## src/rtl/mmio_reg_bank.sv

```systemverilog
// MMIO register bank: ID, scratch, control, free-running timer with compare, W1C interrupt status.
// Define MMIO_PERF_CNT_EN to add the read-only accepted-request counter at offset 0x18.

package const_pkg;
  typedef enum logic [1:0] {
    OKAY   = 2'b00,
    EXOKAY = 2'b01,
    SLVERR = 2'b10,
    DECERR = 2'b11
  } resp_t;
endpackage

module mmio_reg_bank #(
  parameter int          ADDR_W   = 8,
  parameter logic [31:0] ID_VALUE = 32'hE3B0_0001
) (
  input  logic                clk,
  input  logic                rst_n,
  input  logic                req_valid,
  output logic                req_ready,
  input  logic                req_write,
  input  logic [ADDR_W-1:0]   req_addr,
  input  logic [31:0]         req_wdata,
  input  logic [3:0]          req_wstrb,
  output logic                rsp_valid,
  input  logic                rsp_ready,
  output logic [31:0]         rsp_rdata,
  output const_pkg::resp_t    rsp_resp,
  output logic                irq
);

  localparam logic [2:0] IDX_ID      = 3'd0;
  localparam logic [2:0] IDX_SCRATCH = 3'd1;
  localparam logic [2:0] IDX_CTRL    = 3'd2;
  localparam logic [2:0] IDX_TIMER   = 3'd3;
  localparam logic [2:0] IDX_COMPARE = 3'd4;
  localparam logic [2:0] IDX_STATUS  = 3'd5;
  localparam logic [2:0] IDX_REQCNT  = 3'd6;

  logic [31:0]      scratch;
  logic [1:0]       ctrl;
  logic [31:0]      timer;
  logic [31:0]      compare;
  logic             match;

  logic             accept;
  logic [2:0]       idx;
  logic             in_window;
  logic             mapped;
  logic             read_only;
  logic [31:0]      reg_rdata;
  const_pkg::resp_t dec_resp;
  logic [31:0]      dec_rdata;
  logic             wr_en;
  logic             timer_wr;
  logic             match_set;
  logic             match_clr;

`ifdef MMIO_PERF_CNT_EN
  logic [31:0]      req_cnt;
`endif

  function automatic logic [31:0] merge_bytes(input logic [31:0] old_val,
                                              input logic [31:0] new_val,
                                              input logic [3:0]  strb);
    logic [31:0] res;
    res = old_val;
    for (int i = 0; i < 4; i++) begin
      if (strb[i]) res[8*i +: 8] = new_val[8*i +: 8];
    end
    return res;
  endfunction

  // The slot frees up on the same edge the held response is taken, allowing back-to-back traffic.
  assign req_ready = !rsp_valid || rsp_ready;
  assign accept    = req_valid && req_ready;
  assign idx       = req_addr[4:2];
  assign in_window = ((req_addr >> 5) == '0);

  always_comb begin
    mapped    = 1'b0;
    read_only = 1'b0;
    reg_rdata = '0;
    case (idx)
      IDX_ID:      begin mapped = 1'b1; read_only = 1'b1; reg_rdata = ID_VALUE; end
      IDX_SCRATCH: begin mapped = 1'b1; reg_rdata = scratch; end
      IDX_CTRL:    begin mapped = 1'b1; reg_rdata = {30'd0, ctrl}; end
      IDX_TIMER:   begin mapped = 1'b1; reg_rdata = timer; end
      IDX_COMPARE: begin mapped = 1'b1; reg_rdata = compare; end
      IDX_STATUS:  begin mapped = 1'b1; reg_rdata = {31'd0, match}; end
`ifdef MMIO_PERF_CNT_EN
      IDX_REQCNT:  begin mapped = 1'b1; read_only = 1'b1; reg_rdata = req_cnt; end
`endif
      default:     begin mapped = 1'b0; end
    endcase
  end

  always_comb begin
    dec_resp  = const_pkg::OKAY;
    dec_rdata = '0;
    if (req_addr[1:0] != 2'b00) begin
      dec_resp = const_pkg::SLVERR;
    end else if (!in_window || !mapped) begin
      dec_resp = const_pkg::DECERR;
    end else if (req_write && read_only) begin
      dec_resp = const_pkg::SLVERR;
    end else if (!req_write) begin
      dec_rdata = reg_rdata;
    end
  end

  assign wr_en     = accept && req_write && (dec_resp == const_pkg::OKAY);
  assign timer_wr  = wr_en && (idx == IDX_TIMER) && (req_wstrb != 4'd0);
  assign match_set = ctrl[0] && (timer == compare);
  assign match_clr = wr_en && (idx == IDX_STATUS) && req_wstrb[0] && req_wdata[0];

  always_ff @(posedge clk or negedge rst_n) begin
    if (!rst_n) begin
      rsp_valid <= 1'b0;
      rsp_rdata <= '0;
      rsp_resp  <= const_pkg::OKAY;
    end else if (accept) begin
      rsp_valid <= 1'b1;
      rsp_rdata <= dec_rdata;
      rsp_resp  <= dec_resp;
    end else if (rsp_ready) begin
      rsp_valid <= 1'b0;
    end
  end

  always_ff @(posedge clk or negedge rst_n) begin
    if (!rst_n) begin
      scratch <= '0;
      ctrl    <= '0;
      compare <= '0;
    end else if (wr_en) begin
      if (idx == IDX_SCRATCH) scratch <= merge_bytes(scratch, req_wdata, req_wstrb);
      if (idx == IDX_COMPARE) compare <= merge_bytes(compare, req_wdata, req_wstrb);
      if (idx == IDX_CTRL && req_wstrb[0]) ctrl <= req_wdata[1:0];
    end
  end

  // A software write to TIMER overrides the increment for that cycle.
  always_ff @(posedge clk or negedge rst_n) begin
    if (!rst_n) begin
      timer <= '0;
    end else if (timer_wr) begin
      timer <= merge_bytes(timer, req_wdata, req_wstrb);
    end else if (ctrl[0]) begin
      timer <= timer + 32'd1;
    end
  end

  always_ff @(posedge clk or negedge rst_n) begin
    if (!rst_n) begin
      match <= 1'b0;
      irq   <= 1'b0;
    end else begin
      match <= match_set || (match && !match_clr);
      irq   <= ctrl[1] && match;
    end
  end

`ifdef MMIO_PERF_CNT_EN
  always_ff @(posedge clk or negedge rst_n) begin
    if (!rst_n) begin
      req_cnt <= '0;
    end else if (accept) begin
      req_cnt <= req_cnt + 32'd1;
    end
  end
`endif

endmodule

```

## config.mk

```make
export PLATFORM = sky130hd
export DESIGN_NAME = mmio_reg_bank
export DESIGN_NICKNAME = d
export VERILOG_FILES = /design/src/rtl/mmio_reg_bank.sv
export SDC_FILE = /design/constraint.sdc
export NUM_CORES = 1
export LEC_CHECK = 0
export CAP_MARGIN = 20
export CORE_ASPECT_RATIO = 1.1
export CORE_UTILIZATION = 61
export DETAILED_ROUTE_END_ITERATION = 8
export GPL_TIMING_DRIVEN = 0
export PLACE_DENSITY = 0.89
export SLEW_MARGIN = 20
export SYNTH_ARGS = -nofsm -noshare
export SYNTH_HDL_FRONTEND = slang
export SYNTH_SLANG_ARGS = --single-unit
```

## constraint.sdc

```tcl
create_clock -name clk -period 6.3 [get_ports clk]
set_input_delay 1.575 -clock clk [delete_from_list [all_inputs] [get_ports clk]]
set_output_delay 1.575 -clock clk [all_outputs]
set_load 0.01 [all_outputs]
```

* After elaboration in Yosys (flattened, before gate mapping)
Cells that the tools add are included.
Word-level totals: bits in registers 135, output and inout port bits 37, bits of input ports 49, word-level logic and storage cells 88
Cells by class: multiplexer cells 18, reduce and logical (&&, ||, !) cells 41, $add $sub $neg 1, equal/unequal tests 10
Operators by type and width (number):
- two-way mux 32 bit | 6
- one-hot mux 32 bit (6 select lines) | 1
- adder 32 x 1 -> 32 bit, second input constant | 1
- == test 32 bit | 1
- two-way mux 8 bit | 4
- AND reduction 3 bit | 8
- logical AND 1 bit | 13
- AND reduction 2 bit | 5
- logical NOT 8 bit | 1
- inequality test 2 bit, second input constant | 4
- == test 3 x 2 -> 1 bit, second input constant | 2
- == test 3 bit, second input constant | 2
- two-way mux 2 bit | 3
- nonzero test 2 bit | 3
- OR reduction 6 bit | 1
- logical NOT 1 bit | 4
- two-way mux 1 bit | 4
- nonzero test 4 bit | 1
- == test 3 x 1 -> 1 bit, second input constant | 1
- logical NOT 3 bit | 1
- logical OR 1 bit | 3
- logical NOT 2 bit | 1

* Depth between registers and ports, before layout
Gate-level depths: netlist of the first run.
depth after elaboration 15, gate-level depth with buffers 8, depth with buffers taken out 6

* Worst setup path after synthesis of the first run
No wires, ideal clock.
kind input to output, from in rsp_ready, to out req_ready, data required time 4725 ps, slack 2749 ps, buffers on the path 1, stages 2, arrival time 1976 ps, cell sequence nand2b_1 > clkbuf_1
Between the ends: cells in the longest elaborated chain, start to end 1
Ends and longest elaborated chain:
- start, declared | RTL line 26 | input logic rsp_ready,
- logical OR 1 bit | RTL line 75 | assign req_ready = !rsp_valid || rsp_ready;
- end, declared | RTL line 20 | output logic req_ready,
Every way passes these cells.

* Final worst setup path of the first run
Ends and elaborated chain as after synthesis.

==> metrics.md, run 1 <==
| Metric | Value |
|---|---|
| PwrDens | `238 mW/mm2` |
| Clock sinks | `135` |
| Vias per cell | `6.74` |
| CP Class | `input pin to primary output` |
| Mapped Cells | `701` |
| Worst r2r src | `timer[0]$_DFFE_PN0P_` |
| Layout cells sized above 1 | `0.178` |
| Clk_lat worst skew | `0.43 ns` |
| Worst EP arrival | `3.06 ns` |
| Crit share post-route | `0.735` |
| Top_reg_cell synth | `dfrtp_1` |
| Die X | `107 um` |
| Core ar. | `0.0116 mm2` |
| Slew HR | `0.376` |
| Critical path, cell by cell | `clkdlybuf4s50_1 > nand2b_1 > clkbuf_1 > clkdlybuf4s50_1` |
| Worst Hold Path Cells | `1` |
| Initial Utilization | `0.634` |
| Mapped Nets | `751` |
| RSZ-0062 raised after global routing | `no` |
| Leakage | `0.00404 uW` |
| Post-CTS Setup Bufs | `0` |
| Largest net degree at the start of global routing | `80` |
| Req. time, crit path | `4.72 ns` |
| Critical-path maximum fanout | `9` |
| Post-route DRC violation count | `0` |
| WL per Instance | `23.8 um` |
| Synth warnings | `0` |
| Status | `completed` |
| CTS tree | `done` |
| Vias | `6505` |
| Clock skew | `0.00802 ns` |
| H-tree depth | `4` |
| Hold Crit Class | `register to register` |
| Pwr Total | `2160 uW` |
| Post-DP HPWL | `16700 um` |
| Worst setup SP type | `input pin` |
| Crit path time final | `4.63 ns` |
| Clock buffer depth | `2` |
| Clock buffer count from CTS | `17` |
| DR pass1 iterations | `7` |
| Min Hold Slack | `0.504 ns` |
| Total Wirelength | `22900 um` |
| Hold buffers post-CTS | `0` |
| FMAX | `0.216 GHz` |
| Slew Limit Fails | `0` |
| Worst-margin pin slew | `0.936 ns` |
| Nature of the critical path endpoint | `primary output` |
| All-Layer GR Usage | `0.384` |
| DRT iter0 DRCs | `655` |
| Post-Place Cells | `933` |
| Commonest non-fill, non-tap cell in the layout | `dfrtp_1` |
| CP dominant cell by count | `clkdlybuf4s50_1` |
| Sequential fraction of the synthesis area | `0.458` |
| GP Congestion | `0.990` |
| Hold path startpoint | `rsp_rdata[9]$_DFFE_PN0N_` |
| Finish-stage setup viols | `0` |
| CP Depth | `4` |
| Die Y | `117 um` |
| Area Growth Syn to Fin | `22.7%` |
| Post-synth cell types | `70` |
| Antenna diodes | `0` |
| Die footprint | `0.0125 mm2` |
| FF-to-FF path depth | `6` |
| RR Endpoint | `timer[20]$_DFFE_PN0P_` |
| CP max stage cell | `clkdlybuf4s50_1` |
| Seq cells post-synth | `135` |
| IO Count | `86` |
| Setup crit start | `rsp_ready` |
| CTS clk-pin slew, worst paths | `0.06 ns` |
| Most frequent cells in the layout | `dfrtp_1 (135), clkdlybuf4s50_1 (80), mux2_2 (65)` |
| Grt ovf | `0` |
| Asr flop ratio synth | `1.00` |
| Maximum vdd ir drop | `0.000202 V` |
| R2R setup slack | `3.74 ns` |
| Final hold violation count | `0` |
| Post-Layout Cell Count | `965` |
| CP max stage delay | `0.62 ns` |
| Post-route ant nets | `0` |
| Post-Syn Area | `0.00738 mm2` |
| CP Buf/Inv Count | `3` |
| Nets | `852` |
| CTS root buffer | `clkbuf_16` |
| Post-Syn Area per Cell | `10.5 um2` |
| Post-CTS sizing | `0` |
| Vias in the first global route | `6658` |
| Max-cap viol count | `0` |
| IO buf count | `81` |
| Initial antenna violation count | `1` |
| Worst path top cell family by delay | `buffers and inverters` |
| Fin util | `0.778` |
| Row Count | `41` |
| Hold endpoint | `rsp_rdata[9]$_DFFE_PN0N_` |
| Global-route wire length before repair | `36600 um` |
| Post-synth EDFFs | `0` |
[worst max-delay path by stage]
| stage | endpoint | slack [ns] |
|---|---|---|
| 5_1_grt | req_ready | 1.59 |
| 3_3_place_gp | rsp_rdata[14]$_DFFE_PN0N_ | -1.53 |
| 4_1_cts | req_ready | 1.68 |
| 3_5_place_dp | req_ready | 1.68 |
| 6_report | req_ready | 1.67 |
| 2_1_floorplan | req_ready | 2.75 |
[logic make-up after synthesis]
group                    synth area share
buffers and inverters              0.0437
XOR/XNOR                           0.0380
multiplexers                        0.146
AO/OA/AOI/OAI                       0.169
adder cells (fa/ha/maj)           0.00169
AND/OR/NAND/NOR                     0.145
flip-flops                          0.458
[metrics by stage]
| stage | instance area (um2) | TNS (ns) | worst slack (ns) |
|---|---|---|---|
| after global routing | 9060 | 0 | 1.59 |
| after floorplan | 7380 | 0 | 2.75 |
| final | 9060 | 0 | 1.67 |
| after detailed placement | 8420 | 0 | 1.68 |
| after global placement | 8380 | -205.17 | -1.53 |
| after CTS | 9060 | 0 | 1.68 |
[routing by layer]
layer | global-route usage | part of all wire | up-vias
li1 | - | - | 2838
met1 | 0.515 | 0.40 | 3223
met2 | 0.598 | 0.48 | 376
met3 | 0.0812 | 0.085 | 66
met4 | 0.172 | 0.035 | 2
met5 | 0 | 0.00044 | -
[final cells by class]
| class | instances | area (um2) |
|---|---|---|
| multi-input combinational | 491 | 3690 |
| inverter | 25 | 93.8 |
| buffer | 50 | 229 |
| clock inverter | 11 | 170 |
| clock buffer | 21 | 470 |
| sequential | 135 | 3380 |
| fill | 780 | 2580 |
| timing repair buffer | 82 | 843 |
| tap | 150 | 188 |
[power breakdown]
group,switching [uW],internal (uW),leakage (uW)
clock,383,695,0.000317
sequential,13.1,881,0.00183
combinational,115,73.7,0.00190
[worst reg2reg max path, delay by kind of cell (launching register included)]
kind,cells,cell delay [ns]
flops,1,0.50
simple gates,3,1.18
compound gates,2,0.48
fa+ha+maj,1,0.26
[sequential cells by signal (all words and copies together), names as in the netlist]
signal / flops
scratch: 32
rsp_valid: 1
rsp_rdata: 32
rsp_resp: 2
match: 1
timer: 32
ctrl: 2
compare: 32
irq: 1
[cells in the mapped netlist, types with 8 or more instances]
cell type | n | area share
inv_1 | 25 | 0.013
nor3_1 | 12 | 0.0081
nor4_1 | 8 | 0.0068
xor2_1 | 15 | 0.018
nor2_1 | 13 | 0.0066
a21oi_1 | 31 | 0.021
mux2i_1 | 32 | 0.043
mux2_2 | 65 | 0.099
buf_2 | 23 | 0.016
nand2_2 | 8 | 0.0068
o21ai_0 | 33 | 0.022
nand2_1 | 52 | 0.026
and4_1 | 9 | 0.011
nand4_1 | 20 | 0.017
clkbuf_1 | 21 | 0.011
xnor2_1 | 17 | 0.020
dfrtp_1 | 135 | 0.46
a22o_1 | 33 | 0.039
nand3_1 | 29 | 0.020
(Power assumes the default switching activity.)
==> run 2, diff against run 1 <==
- CORE_UTILIZATION: 61 -> 51
- PLACE_DENSITY: 0.89 -> 0.8
- clock period: 6.3 -> 4.02 ns (I/O delays scaled with it)
==> run 2 against run 1 <==
Clock skew down 0.0037 ns. Register-to-register slack worse by 2.4 ns. Sequential power is 57% higher. Largest power group unchanged. Critical endpoint is now rsp_rdata[13]$_DFFE_PN0N_. Critical path type is now input pin to register. Wire length increased by 1.9%. Highest routed layer is now met4. Global-route usage shrank 5.3 points. Via count down 1.1%. Clock power up 43%.
==> metrics.md, run 2 (same netlist as run 1, synthesis figures left out) <==
| Metric | Value |
|---|---|
| Status | `completed` |
| Worst-margin pin slew | `0.965 ns (+0.0290 ns)` |
| Setup WS pre-CTS | `-0.0395 ns (-1.72 ns)` |
| H-tree depth | `4 (unchanged)` |
| Commonest non-fill, non-tap cell in the layout | `dfrtp_1` |
| Slew Limit Fails | `0 (unchanged)` |
| Post-route DRC violation count | `0 (unchanged)` |
| Crit share post-route | `0.945` |
| PwrDens | `358 mW/mm2 (+50%)` |
| FMAX | `0.263 GHz` |
| Grt ovf | `0 (unchanged)` |
| Nature of the critical path endpoint | `register` |
| Maximum vdd ir drop | `0.000223 V (+11%)` |
| DRT met1 WL | `9730 um (+6.8%)` |
| RR Endpoint | `rsp_rdata[13]$_DFFE_PN0N_` |
| Global-route wire length before repair | `36000 um (-1.5%)` |
| CTS root buffer | `clkbuf_16` |
| Dpl cell area | `0.00847 mm2 (+0.56%)` |
| Largest net degree at the start of global routing | `71 (-11%)` |
| RSZ-0062 raised after global routing | `no` |
| Final TNS setup | `0 ns (unchanged)` |
| Clock skew | `0.00434 ns (-0.00367 ns)` |
| PnR worst setup slack | `0.221 ns (-1.45 ns)` |
| WL per Instance | `23.3 um (-1.9%)` |
| R2R setup slack | `1.34 ns (-2.40 ns)` |
| Highest routing layer actually used | `met4` |
| Initial antenna violation count | `1 (unchanged)` |
| Layout cells sized above 1 | `0.177 (-0.000792)` |
| Die footprint | `0.0150 mm2 (+19%)` |
| Post-route ant nets | `0 (unchanged)` |
| Worst EP arrival | `4.16 ns (+1.10 ns)` |
| Row Count | `45 (+9.8%)` |
| CTS clk-pin slew, worst paths | `0.06 ns (about the same)` |
| Fin util | `0.648 (-0.130)` |
| Vias | `6434 (-1.1%)` |
| CTS tree | `done` |
| Worst setup SP type | `input pin` |
| DRT iter0 DRCs | `690 (+5.3%)` |
| Clock buffer depth | `2 (unchanged)` |
| Req. time, crit path | `4.38 ns (-0.34 ns)` |
| # fillers | `1148 (+47%)` |
| Most frequent cells in the layout | `dfrtp_1 (135), clkdlybuf4s50_1 (80), mux2_2 (65)` |
| Nets | `852 (unchanged)` |
| IO Count | `86 (unchanged)` |
| Slew HR | `0.357 (-0.0193)` |
| IO buf count | `81 (unchanged)` |
| FF-to-FF path depth | `7 (+1)` |
| Final hold violation count | `0 (unchanged)` |
| Crit path time final | `3.80 ns` |
| Leakage | `0.00401 uW (-0.77%)` |
| Post-route cell area | `0.00905 mm2 (-0.11%)` |
| Vias per cell | `6.42 (-4.7%)` |
| All-Layer GR Usage | `0.330 (-0.0535)` |
| Critical-path maximum fanout | `10 (+1)` |
| Core ar. | `0.0140 mm2 (+20%)` |
| Met2 WL | `11000 um (-0.29%)` |
| Die X | `117 um (+9.2%)` |
| Total Wirelength | `23400 um (+1.9%)` |
| Finish-stage setup viols | `0 (unchanged)` |
| Metal3 WL | `1650 um (-15%)` |
| Die Y | `128 um (+9.2%)` |
| CP Class | `input pin to register` |
| Hold Crit Class | `input pin to asynchronous set/reset pin` |
| GP Congestion | `0.973 (-1.7%)` |
| Max-cap viol count | `0 (unchanged)` |
| Post-CTS sizing | `0 (unchanged)` |
| Clock sinks | `135 (unchanged)` |
| Initial Utilization | `0.529 (-0.105)` |
| Post-DP HPWL | `17000 um (+1.7%)` |
| Worst r2r src | `rsp_valid$_DFFE_PN0P_` |
| Vias in the first global route | `6493 (-2.5%)` |
| Post-CTS Setup Bufs | `0 (unchanged)` |
| Hold buffers post-CTS | `0 (unchanged)` |
| Area Growth Syn to Fin | `22.6%` |
| Clk_lat worst skew | `0.42 ns (about the same)` |
| DR pass1 iterations | `5 (-2)` |
| Min Hold Slack | `0.503 ns (-0.00143 ns)` |
| Clock buffer count from CTS | `17 (unchanged)` |
-- run 2: cell count changes in the layout (fill, tap and decap cells not counted), sizes merged --
cell | before | now
bufinv | 4 | 2
clkinvlp | 0 | 2
clkinv | 6 | 5
diode | 0 | 1
inv | 26 | 25
-- run 2: cell type report --
class / instances / area, um2 / share of cell area
Multi-Input combinational cell: 491 / 3690 / 0.408
Clock inverter: 9 / 100 / 0.0111
Tap cell: 188 / 235 / 0.0260
Sequential cell: 135 / 3380 / 0.373
Clock buffer: 21 / 480 / 0.0531
Timing Repair Buffer: 82 / 843 / 0.0932
Antenna cell: 1 / 2.50 / 0.000276
Inverter: 25 / 93.8 / 0.0104
Buffer: 50 / 229 / 0.0253
-- run 2: critical path, cell delays in order --
cell             delay (ns)
clkdlybuf4s50_1        0.56
a2111oi_4              0.71
nand4_1                0.30
clkbuf_1               0.33
nor2_1                 0.65
buf_2                  0.41
a22o_1                 0.19
-- run 2: how the worst max path moves through the flow --
stage	startpoint	slack [ns]	endpoint	cells after the start
finish	req_addr[4]	0.22	rsp_rdata[13]$_DFFE_PN0N_	7
global route	req_addr[4]	0.20	rsp_rdata[13]$_DFFE_PN0N_	7
CTS	req_addr[4]	0.39	rsp_rdata[13]$_DFFE_PN0N_	7
detailed placement	req_addr[4]	-0.04	rsp_rdata[13]$_DFFE_PN0N_	7
global placement	rst_n	-3.34	compare[12]$_DFFE_PN0P_	1
floorplan	req_wstrb[1]	1.32	timer[23]$_DFFE_PN0P_	7
-- run 2: through the flow --
stage | std cells | power [uW]
after floorplan | 701 | 1560
final | 1002 | 3240
after CTS | 1001 | 3240
after detailed placement | 971 | 1710
after global placement | 970 | 1710
after global routing | 1001 | 3330
-- run 2: layer usage --
layer,up-vias,GRT usage
met1,3230,0.431
met3,65,0.0671
li1,2828,-
met5,-,0
met4,0,0.157
met2,311,0.525
-- run 2: report_power, final --
group	leakage [uW]	switching [uW]	internal, uW
Clock	0.000286	578	964
Combinational	0.00190	182	115
Sequential	0.00183	19.6	1380
==> run 3, diff against run 2 <==
- CTS_CLUSTER_DIAMETER: not set -> 120
==> results of run 3 <==
The final DEF is identical to that of run 2; final timing and power are the same.
